**config.mk**
```make
export PLATFORM = sky130hd
export DESIGN_NAME = spin_step_gen_flat
export DESIGN_NICKNAME = d
export VERILOG_FILES = /design/src/rtl/spin_step_gen_if.sv /design/src/rtl/spin_step_gen.sv /design/src/flat_wrapper.sv
export SDC_FILE = /design/constraint.sdc
export NUM_CORES = 1
export LEC_CHECK = 0
export CAP_MARGIN = 20
export CELL_PAD_IN_SITES_DETAIL_PLACEMENT = 1
export CELL_PAD_IN_SITES_GLOBAL_PLACEMENT = 2
export CORE_AREA = 2 2 95 106
export CTS_CLUSTER_SIZE = 24
export DETAILED_ROUTE_END_ITERATION = 10
export DIE_AREA = 0 0 97 108
export PLACE_DENSITY_LB_ADDON = 0.15
export SLEW_MARGIN = 20
export SYNTH_ARGS = -nofsm -noshare
export SYNTH_HDL_FRONTEND = slang
export SYNTH_SLANG_ARGS = --single-unit
```
**constraint.sdc**
```tcl
create_clock -name Clk -period 6.7 [get_ports Clk]
set_clock_uncertainty 0.05 [all_clocks]
set_input_delay 0.67 -clock Clk [delete_from_list [all_inputs] [get_ports Clk]]
set_output_delay 0.67 -clock Clk [all_outputs]
set_load 0.03 [all_outputs]
```
**src/rtl/spin_step_gen_if.sv**
```systemverilog
`default_nettype none
// ============================================================================
// Module  : spin_step_gen_if
// Brief   : Button input and Run/Step/AtSpeed outputs of the spinner step path.
// Rev     : 1.0  initial release
// ============================================================================
interface spin_step_gen_if;
    logic Start;
    logic Run;
    logic Step;
    logic AtSpeed;

    modport master (output Start, input Run, input Step, input AtSpeed);
    modport slave  (input Start, output Run, output Step, output AtSpeed);
endinterface
`default_nettype wire

```
**src/rtl/spin_step_gen.sv**
```systemverilog
`default_nettype none
// ============================================================================
// Module  : spin_step_gen
// Brief   : Debounced start/stop toggle driving a ramped step-pulse generator.
// Rev     : 1.0  initial release
// ============================================================================
module spin_step_gen #(
    parameter int DEB_CYCLES = 16,
    parameter int DIV_W      = 16,
    parameter int SLOW_DIV   = 50000,
    parameter int FAST_DIV   = 12500,
    parameter int RAMP_STEP  = 2500
) (
    input  wire logic       Clk,
    input  wire logic       Reset,
    spin_step_gen_if.slave  bus
);

    localparam int CNT_W = $clog2(DEB_CYCLES + 1);

    localparam logic [CNT_W-1:0] c_DEB    = CNT_W'(DEB_CYCLES);
    localparam logic [DIV_W-1:0] c_SLOW   = DIV_W'(SLOW_DIV);
    localparam logic [DIV_W-1:0] c_FAST   = DIV_W'(FAST_DIV);
    localparam logic [DIV_W-1:0] c_RAMP   = DIV_W'(RAMP_STEP);
    localparam logic [DIV_W:0]   c_SLOW_X = (DIV_W+1)'(SLOW_DIV);
    localparam logic [DIV_W:0]   c_FAST_X = (DIV_W+1)'(FAST_DIV);
    localparam logic [DIV_W:0]   c_RAMP_X = (DIV_W+1)'(RAMP_STEP);

    typedef enum logic [1:0] {
        ST_IDLE   = 2'd0,
        ST_ACCEL  = 2'd1,
        ST_CRUISE = 2'd2,
        ST_DECEL  = 2'd3
    } state_t;

    // ------------------------------------------------------------------
    // Input conditioning: 2-FF synchroniser, debounce, press detection
    // ------------------------------------------------------------------
    logic             sync1_q;
    logic             sync2_q;
    logic             deb_q;
    logic             press_q;
    logic [CNT_W-1:0] deb_cnt_q;

    always_ff @(posedge Clk or posedge Reset) begin
        if (Reset) begin
            sync1_q   <= 1'b0;
            sync2_q   <= 1'b0;
            deb_q     <= 1'b0;
            press_q   <= 1'b0;
            deb_cnt_q <= '0;
        end else begin
            sync1_q <= bus.Start;
            sync2_q <= sync1_q;
            press_q <= 1'b0;
            if (sync2_q == deb_q) begin
                deb_cnt_q <= '0;
            end else if (deb_cnt_q == c_DEB) begin
                deb_q     <= sync2_q;
                deb_cnt_q <= '0;
                press_q   <= sync2_q;
            end else begin
                deb_cnt_q <= deb_cnt_q + CNT_W'(1);
            end
        end
    end

    // ------------------------------------------------------------------
    // Divider and period arithmetic
    // ------------------------------------------------------------------
    state_t           state_q;
    logic [DIV_W-1:0] div_q;
    logic [DIV_W-1:0] period_q;
    logic             run_q;
    logic             step_q;
    logic             at_speed_q;

    logic             wrap;
    logic [DIV_W-1:0] div_d;
    logic [DIV_W:0]   per_x;
    logic [DIV_W:0]   margin_x;
    logic [DIV_W:0]   dec_x;
    logic [DIV_W-1:0] per_acc_d;
    logic [DIV_W-1:0] per_dec_d;
    logic             dec_done;

    // Widened by one bit so neither the margin nor the sum can wrap.
    always_comb begin
        wrap      = (state_q != ST_IDLE) && (div_q == (period_q - DIV_W'(1)));
        div_d     = wrap ? '0 : (div_q + DIV_W'(1));
        per_x     = {1'b0, period_q};
        margin_x  = per_x - c_FAST_X;
        dec_x     = per_x + c_RAMP_X;
        per_acc_d = (margin_x >= c_RAMP_X) ? (period_q - c_RAMP) : c_FAST;
        dec_done  = (dec_x >= c_SLOW_X);
        per_dec_d = dec_done ? c_SLOW : dec_x[DIV_W-1:0];
    end

    // ------------------------------------------------------------------
    // Speed-ramp state machine with registered outputs
    // ------------------------------------------------------------------
    always_ff @(posedge Clk or posedge Reset) begin
        if (Reset) begin
            state_q    <= ST_IDLE;
            div_q      <= '0;
            period_q   <= c_SLOW;
            run_q      <= 1'b0;
            step_q     <= 1'b0;
            at_speed_q <= 1'b0;
        end else begin
            step_q <= wrap;
            case (state_q)
                ST_IDLE: begin
                    div_q <= '0;
                    if (press_q) begin
                        state_q    <= ST_ACCEL;
                        period_q   <= c_SLOW;
                        run_q      <= 1'b1;
                        at_speed_q <= 1'b0;
                    end
                end
                ST_ACCEL: begin
                    div_q <= div_d;
                    if (wrap) begin
                        period_q <= per_acc_d;
                        if (press_q) begin
                            state_q <= ST_DECEL;
                        end else if (per_acc_d == c_FAST) begin
                            state_q    <= ST_CRUISE;
                            at_speed_q <= 1'b1;
                        end
                    end else if (press_q) begin
                        state_q <= ST_DECEL;
                    end
                end
                ST_CRUISE: begin
                    div_q <= div_d;
                    if (press_q) begin
                        state_q    <= ST_DECEL;
                        at_speed_q <= 1'b0;
                    end
                end
                ST_DECEL: begin
                    div_q <= div_d;
                    // Reaching the slow end stops the spinner even if a press coincides.
                    if (wrap && dec_done) begin
                        state_q    <= ST_IDLE;
                        period_q   <= c_SLOW;
                        run_q      <= 1'b0;
                        at_speed_q <= 1'b0;
                    end else begin
                        if (wrap) begin
                            period_q <= per_dec_d;
                        end
                        if (press_q) begin
                            state_q <= ST_ACCEL;
                        end
                    end
                end
                default: begin
                    state_q    <= ST_IDLE;
                    div_q      <= '0;
                    period_q   <= c_SLOW;
                    run_q      <= 1'b0;
                    at_speed_q <= 1'b0;
                end
            endcase
        end
    end

    assign bus.Run     = run_q;
    assign bus.Step    = step_q;
    assign bus.AtSpeed = at_speed_q;

endmodule
`default_nettype wire

```
**src/flat_wrapper.sv**
```systemverilog
// flat-port wrapper written by rule: the top's interface ports become plain ports
module spin_step_gen_flat 
#(
    parameter int DEB_CYCLES = 16,
    parameter int DIV_W      = 16,
    parameter int SLOW_DIV   = 50000,
    parameter int FAST_DIV   = 12500,
    parameter int RAMP_STEP  = 2500
)
  (Clk, Reset, bus_Start, bus_Run, bus_Step, bus_AtSpeed);
  spin_step_gen_if bus_i ();
  input  wire logic Clk;
  input  wire logic Reset;
  input wire logic [$bits(bus_i.Start)-1:0] bus_Start;
  output wire logic [$bits(bus_i.Run)-1:0] bus_Run;
  output wire logic [$bits(bus_i.Step)-1:0] bus_Step;
  output wire logic [$bits(bus_i.AtSpeed)-1:0] bus_AtSpeed;
  assign bus_i.Start = bus_Start;
  assign bus_Run = bus_i.Run;
  assign bus_Step = bus_i.Step;
  assign bus_AtSpeed = bus_i.AtSpeed;
  spin_step_gen #(.DEB_CYCLES(DEB_CYCLES), .DIV_W(DIV_W), .SLOW_DIV(SLOW_DIV), .FAST_DIV(FAST_DIV), .RAMP_STEP(RAMP_STEP)) u_core (.Clk(Clk), .Reset(Reset), .bus(bus_i));
endmodule
```
==> results.cfg, run 1 <==
[pwr]
power.density_nw_per_um2 = 127
p_clk_share_pct = 43.1
comb_power_share_pct = 2.7
ir_worst_vdd_mv = 0.0726
p_int_w = 0.000397
power_frac_seq_pct = 54.3
switching_power_w = 0.000122
leakagePower_nw = 1.56
swShare_pct = 23.5

[worst_setup_path]
arrival_ps = 4220
critPathMaxFanout = 28
r2r_slack_ps = 2630
endpoint_kind = flop
start_kind = flop
worstSetupPathType = flop to flop
critPathRequiredTime_ps = 6860

[finish]
area_growth_pct = 6.06
layout_common_cells = nor2_1 (58), dfrtp_1 (40), nand2_1 (30)
antenna_cells = 0
layout-drive-gt1-share_pct = 9.15
nFillCells = 1135
fin_nets = 469
fin_cells = 576
layout_commonest_cell = nor2_1

[route]
drc = 0
wl_met1_um = 5440
drtIter0Drc = 173
drt.antenna.violating_nets = 0
routed.top_layer = met4
wl_met2_um = 5460
drt_pass1_iterations = 4
vias_per_cell = 6.11
dr_total_vias = 3519
wl_um = 11300
routed-wl-met3_um = 130
routedWlPerCell_um = 19.6

[yosys]
ys_warn_count = 0
synth_xor_area_share_pct = 10.5
synth_fp_nets = 486
netlist_area_um2 = 3840
synthMuxAreaShare_pct = 1.40
syn_avg_cell_area_um2 = 8.09
async_flop_share_pct = 100
synth_top_area_cell = dfrtp_1
synth_compound_area_share_pct = 23.6
ys_seq_area_share_pct = 30.2
synth_cell_types = 73
synth.area.top_cells = dfrtp_1 (26%), xnor2_1 (5.7%), nor2_1 (5.7%)
synth_adder_area_share_pct = 2.61
yosys.area_share.simple_pct = 25.9
ys_seq_elements = 46
synth_cells = 475
synth_top_cell_area_share_pct = 26.1
synth_top_flop_cell = dfrtp_1
synth_edf_count = 0
synth_top_family_by_area = simple AND/OR/NAND/NOR gates

[floorplanning]
die-area_um2 = 10500
die_x_um = 97
io_pins = 6
core_area_um2 = 9310
chipHeight_um = 108
rows = 37
start_util_pct = 41.3

[global_route]
antenna_found_initial = 0
grt_usage_pct = 22.5
grt_pass1_wl_um = 19100
first_global_vias = 3705
grt-ovfl-total = 0
grt_max_degree = 47

[sta]
max_slew_margin_pct = 31.7
finalCritPeriodShare_pct = 60.7
rsz0062_at_grt = no
min_period_ps = 4070
slew_viol_final = 0
finalSetupViolations = 0
fmax_mhz = 246
setup_tns_ps = 0
worstMarginPinSlew_ps = 1010
hold_violations = 0

[place]
portBuffers = 5
place_congestion = 0.816
hpwl_um = 7940
place_inst = 567

[clocking]
hold_buffers = 0
clk_pin_slew_ps = 100
cts.sinks = 46
cts_tree = built
cts_setup_buffers = 0
htree_num_levels = 2
cts_resized = 0
clock-root-buffer = clkbuf_8
cts_buffers = 5
clk_path_buf_depth = 2
insertion_delay_ps = 320

[worst_hold_path]
hold_path_class = flop to flop

[outcome]
status = completed

[flow_run]
maxCapViolCount = 0
## worst max-delay path: stages (launching register included)
cell	delay (ps)
dfrtp_1	620
inv_1	180
ha_1	350
nor4bb_1	920
o211ai_1	270
a2111oi_4	340
nand3_1	150
nor4b_2	270
a21oi_2	50
buf_4	240
a211o_1	250
mux2_2	260
## path summary, 6_finish.rpt
| check | from | to | cells past startpoint |
|---|---|---|---|
| max reg2reg | u_core.period_q[2] | u_core.period_q[10] | 11 |
| max in group asynchronous | Reset | u_core.period_q[4] | 3 |
| min | u_core.sync1_q | u_core.sync2_q | 0 |
| max | u_core.period_q[2] | u_core.period_q[10] | 11 |
| min in group asynchronous | Reset | u_core.sync1_q | 2 |
| min reg2reg | u_core.sync1_q | u_core.sync2_q | 0 |
## area by class of cell
class / count / area (µm²) / area share [%]
clock buffer: 5 / 68.8 / 1.69
sequential: 46 / 1160 / 28.4
timing repair buffer: 12 / 123 / 3.01
clock inverter: 3 / 43.8 / 1.07
tap: 117 / 146 / 3.59
multi-input combinational: 376 / 2470 / 60.6
inverter: 17 / 63.8 / 1.57
## power groups by stage
stage	clock, W	sequential (W)	combinational (W)
global route	0.000237	0.000282	0.0000158
global placement	0	0.000287	0.0000118
floorplan	0	0.000286	0.00000800
finish	0.000223	0.000282	0.0000138
CTS	0.000231	0.000282	0.0000124
detailed placement	0	0.000287	0.0000124
## cell usage after synthesis, drive strengths merged, types with 3 or more instances
| cell | number |
|---|---|
| a21oi | 29 |
| nand3 | 22 |
| a32oi | 3 |
| and3 | 9 |
| a211o | 4 |
| o22a | 4 |
| o31ai | 8 |
| o211ai | 4 |
| o21ai | 27 |
| inv | 16 |
| nor4b | 3 |
| a221oi | 3 |
| o31a | 4 |
| or3 | 4 |
| nand2b | 8 |
| nor2 | 58 |
| nor2b | 5 |
| dfrtp | 40 |
| mux2 | 3 |
| dfstp | 6 |
| a211oi | 4 |
| nand4 | 7 |
| a31oi | 6 |
| and4 | 4 |
| buf | 10 |
| nor3b | 4 |
| a21o | 7 |
| or2 | 3 |
| o2bb2ai | 3 |
| nand2 | 30 |
| xnor2 | 25 |
| nor4 | 10 |
| clkbuf | 26 |
| xor2 | 21 |
| or4 | 3 |
| ha | 8 |
| nor3 | 11 |
## layer usage
metal  global-route usage, %  vias up
met5                       0        -
met4                    7.44        0
met3                    2.20       17
met2                    39.3       28
met1                    29.4     1781
li1                        -     1693
## state kept, by name (all words and copies together) (netlist names)
register	count
u_core.press_q	1
u_core.bus.Step	1
u_core.deb_cnt_q	5
u_core.period_q	16
u_core.deb_q	1
u_core.bus.Run	1
u_core.bus.AtSpeed	1
u_core.state_q	2
u_core.div_q	16
u_core.sync2_q	1
u_core.sync1_q	1
## through the flow
step           hold WS, ps  power [W]  worst slack, ps  utilization (%)  cell area, µm²
2_1_floorplan          281   0.000294             3270                -            3840
3_3_place_gp           284   0.000299             2850             42.3            3930
3_5_place_dp           290   0.000299             2740             42.3            3930
4_1_cts                314   0.000525             2680             43.5            4050
5_1_grt                325   0.000535             2290             43.8            4070
6_report               309   0.000519             2630             43.8            4070
## kinds of logic (layout without fill, tap and decap cells)
kind of cell	after synthesis	after routing
buffers and inverters	53	37
adders and majority gates	8	8
and+or+nand+nor	190	190
AOI/OAI and AO/OA	127	127
muxes	5	5
xor gates and xnor gates	46	46
DFF	46	46
(Power assumes the default switching activity.)
==> run 2: changes to the inputs <==
Settings changed: CORE_AREA 2 2 95 106 to 2 2 98 110, DIE_AREA 0 0 97 108 to 0 0 100 112.
Clock period 6.7 ns to 3.75 ns, I/O delays scaled along.
==> results.cfg, run 2 (synthesis gave the netlist of run 1 again) <==
[worst_setup_path]
critPathMaxFanout = 12
endpoint_kind = flop
worst-path-buf-inv = 2
cp_slowest_stage_delay_ps = 470
critPathRequiredTime_ps = 3900
cp_top_family = compound AO/OA/AOI/OAI gates
arrival_ps = 3480
crit_start = u_core.period_q[3]
start_kind = flop
crit_slowest_cell = dfrtp_1
crit_chain = buf_4 > ha_1 > and3_1 > a211o_1 > a311oi_1 > o211ai_1 > o21ai_2 > buf_4 > nor2b_1 > o31ai_1 > o31ai_1
r2r-start = u_core.period_q[3]
worstSetupPathType = flop to flop

[route]
drtIter0Drc = 139
vias_per_cell = 6.03
routedWlPerCell_um = 19.9
drc = 0
wl_um = 12000
drt.antenna.violating_nets = 0
drt_pass1_iterations = 4
dr_total_vias = 3623

[sta]
max_slew_margin_pct = 53.0
hold_violations = 0
rsz0062_at_grt = no
min_period_ps = 3330
finalSetupViolations = 0
slew_viol_final = 0
finalCritPeriodShare_pct = 88.8
setup_tns_ps = 0
fmax_mhz = 300
worstMarginPinSlew_ps = 705

[worst_hold_path]
min_from = u_core.sync1_q
hold_path_class = flop to flop

[floorplanning]
die_x_um = 100
core_area_um2 = 10100
rows = 39
die-area_um2 = 11200
start_util_pct = 37.8
io_pins = 6
chipHeight_um = 112

[global_route]
grt_pass1_wl_um = 20500
grt_usage_pct = 23.0
grt_max_degree = 47
antenna_found_initial = 0
first_global_vias = 3866
grt-ovfl-total = 0

[finish]
reg_top3 = u_core.div_q: 16 flops, u_core.period_q: 16 flops, u_core.deb_cnt_q: 5 flops
layout_commonest_cell = nor2_1
nFillCells = 1252
area_growth_pct = 10.9
antenna_cells = 0
layout-drive-gt1-share_pct = 12.8
layout_common_cells = nor2_1 (58), dfrtp_1 (40), nand2_1 (30)
fin_nets = 488
fin_cells = 601

[outcome]
status = completed

[place]
place_congestion = 0.847
hpwl_um = 8710
portBuffers = 5
place_inst = 592

[flow_run]
maxCapViolCount = 0

[clocking]
cts.sinks = 46
clock-root-buffer = clkbuf_16
insertion_delay_ps = 300
cts_buffers = 5
clk_path_buf_depth = 2
cts_setup_buffers = 0
cts_resized = 0
htree_num_levels = 2
hold_buffers = 0
clk_pin_slew_ps = 70
cts_tree = built

[pwr]
power.density_nw_per_um2 = 234
ir_worst_vdd_mv = 0.165
leakagePower_nw = 1.67
run 2: worst paths after layout:
path / endpoint / slack [ps] / cells past startpoint
worst max-delay path: u_core.period_q[12] / 420 / 11
worst min-delay path: u_core.sync2_q / 310 / 0
worst max register to register: u_core.period_q[12] / 420 / 11
worst min register to register: u_core.sync2_q / 310 / 0
max in group asynchronous: u_core.period_q[4] / 2710 / 3
min in group asynchronous: u_core.sync2_q / 360 / 2
run 2: where the power goes:
group	switching, W	total (W)	internal (W)
Sequential	0.00000324	0.000503	0.000500
Clock	0.000221	0.000472	0.000252
Combinational	0.0000155	0.0000240	0.00000845
Total	0.000239	0.000999	0.000760
run 2: layout make-up:
class | instances | area [µm²] | area share [%]
inverters | 17 | 63.8 | 1.50
multi-input cells | 376 | 2470 | 57.9
clock inverters | 3 | 22.5 | 0.528
flip-flops and latches | 46 | 1160 | 27.2
clock buffers | 5 | 125 | 2.94
repair buffers | 31 | 270 | 6.34
well taps | 123 | 154 | 3.61
run 2: stage by stage:
| stage | area [µm²] | hold WS, ps | power (W) | util, % | setup WS, ps |
|---|---|---|---|---|---|
| finish | 4260 | 308 | 0.000999 | 42.0 | 421 |
| global route | 4260 | 321 | 0.00103 | 42.0 | 111 |
| CTS | 4240 | 312 | 0.00101 | 41.7 | 331 |
| detailed placement | 4090 | 295 | 0.000534 | 40.3 | 366 |
| global placement | 4090 | 284 | 0.000534 | 40.3 | 460 |
| floorplan | 3840 | 281 | 0.000526 | - | 316 |
run 2: worst reg2reg max path: stages, from the launching register on:
cell and delay [ps]:
dfrtp_1 470, buf_4 220, ha_1 290, and3_1 290
a211o_1 280, a311oi_1 360, o211ai_1 170, o21ai_2 450
buf_4 300, nor2b_1 170, o31ai_1 80, o31ai_1 100
run 2: per-layer routing:
layer	global-route usage [%]	up-vias	share of wire, %
li1	-	1729	-
met3	2.57	17	1.8
met5	0	-	0
met2	38.6	29	50
met1	31.2	1848	46
met4	6.48	0	1.9
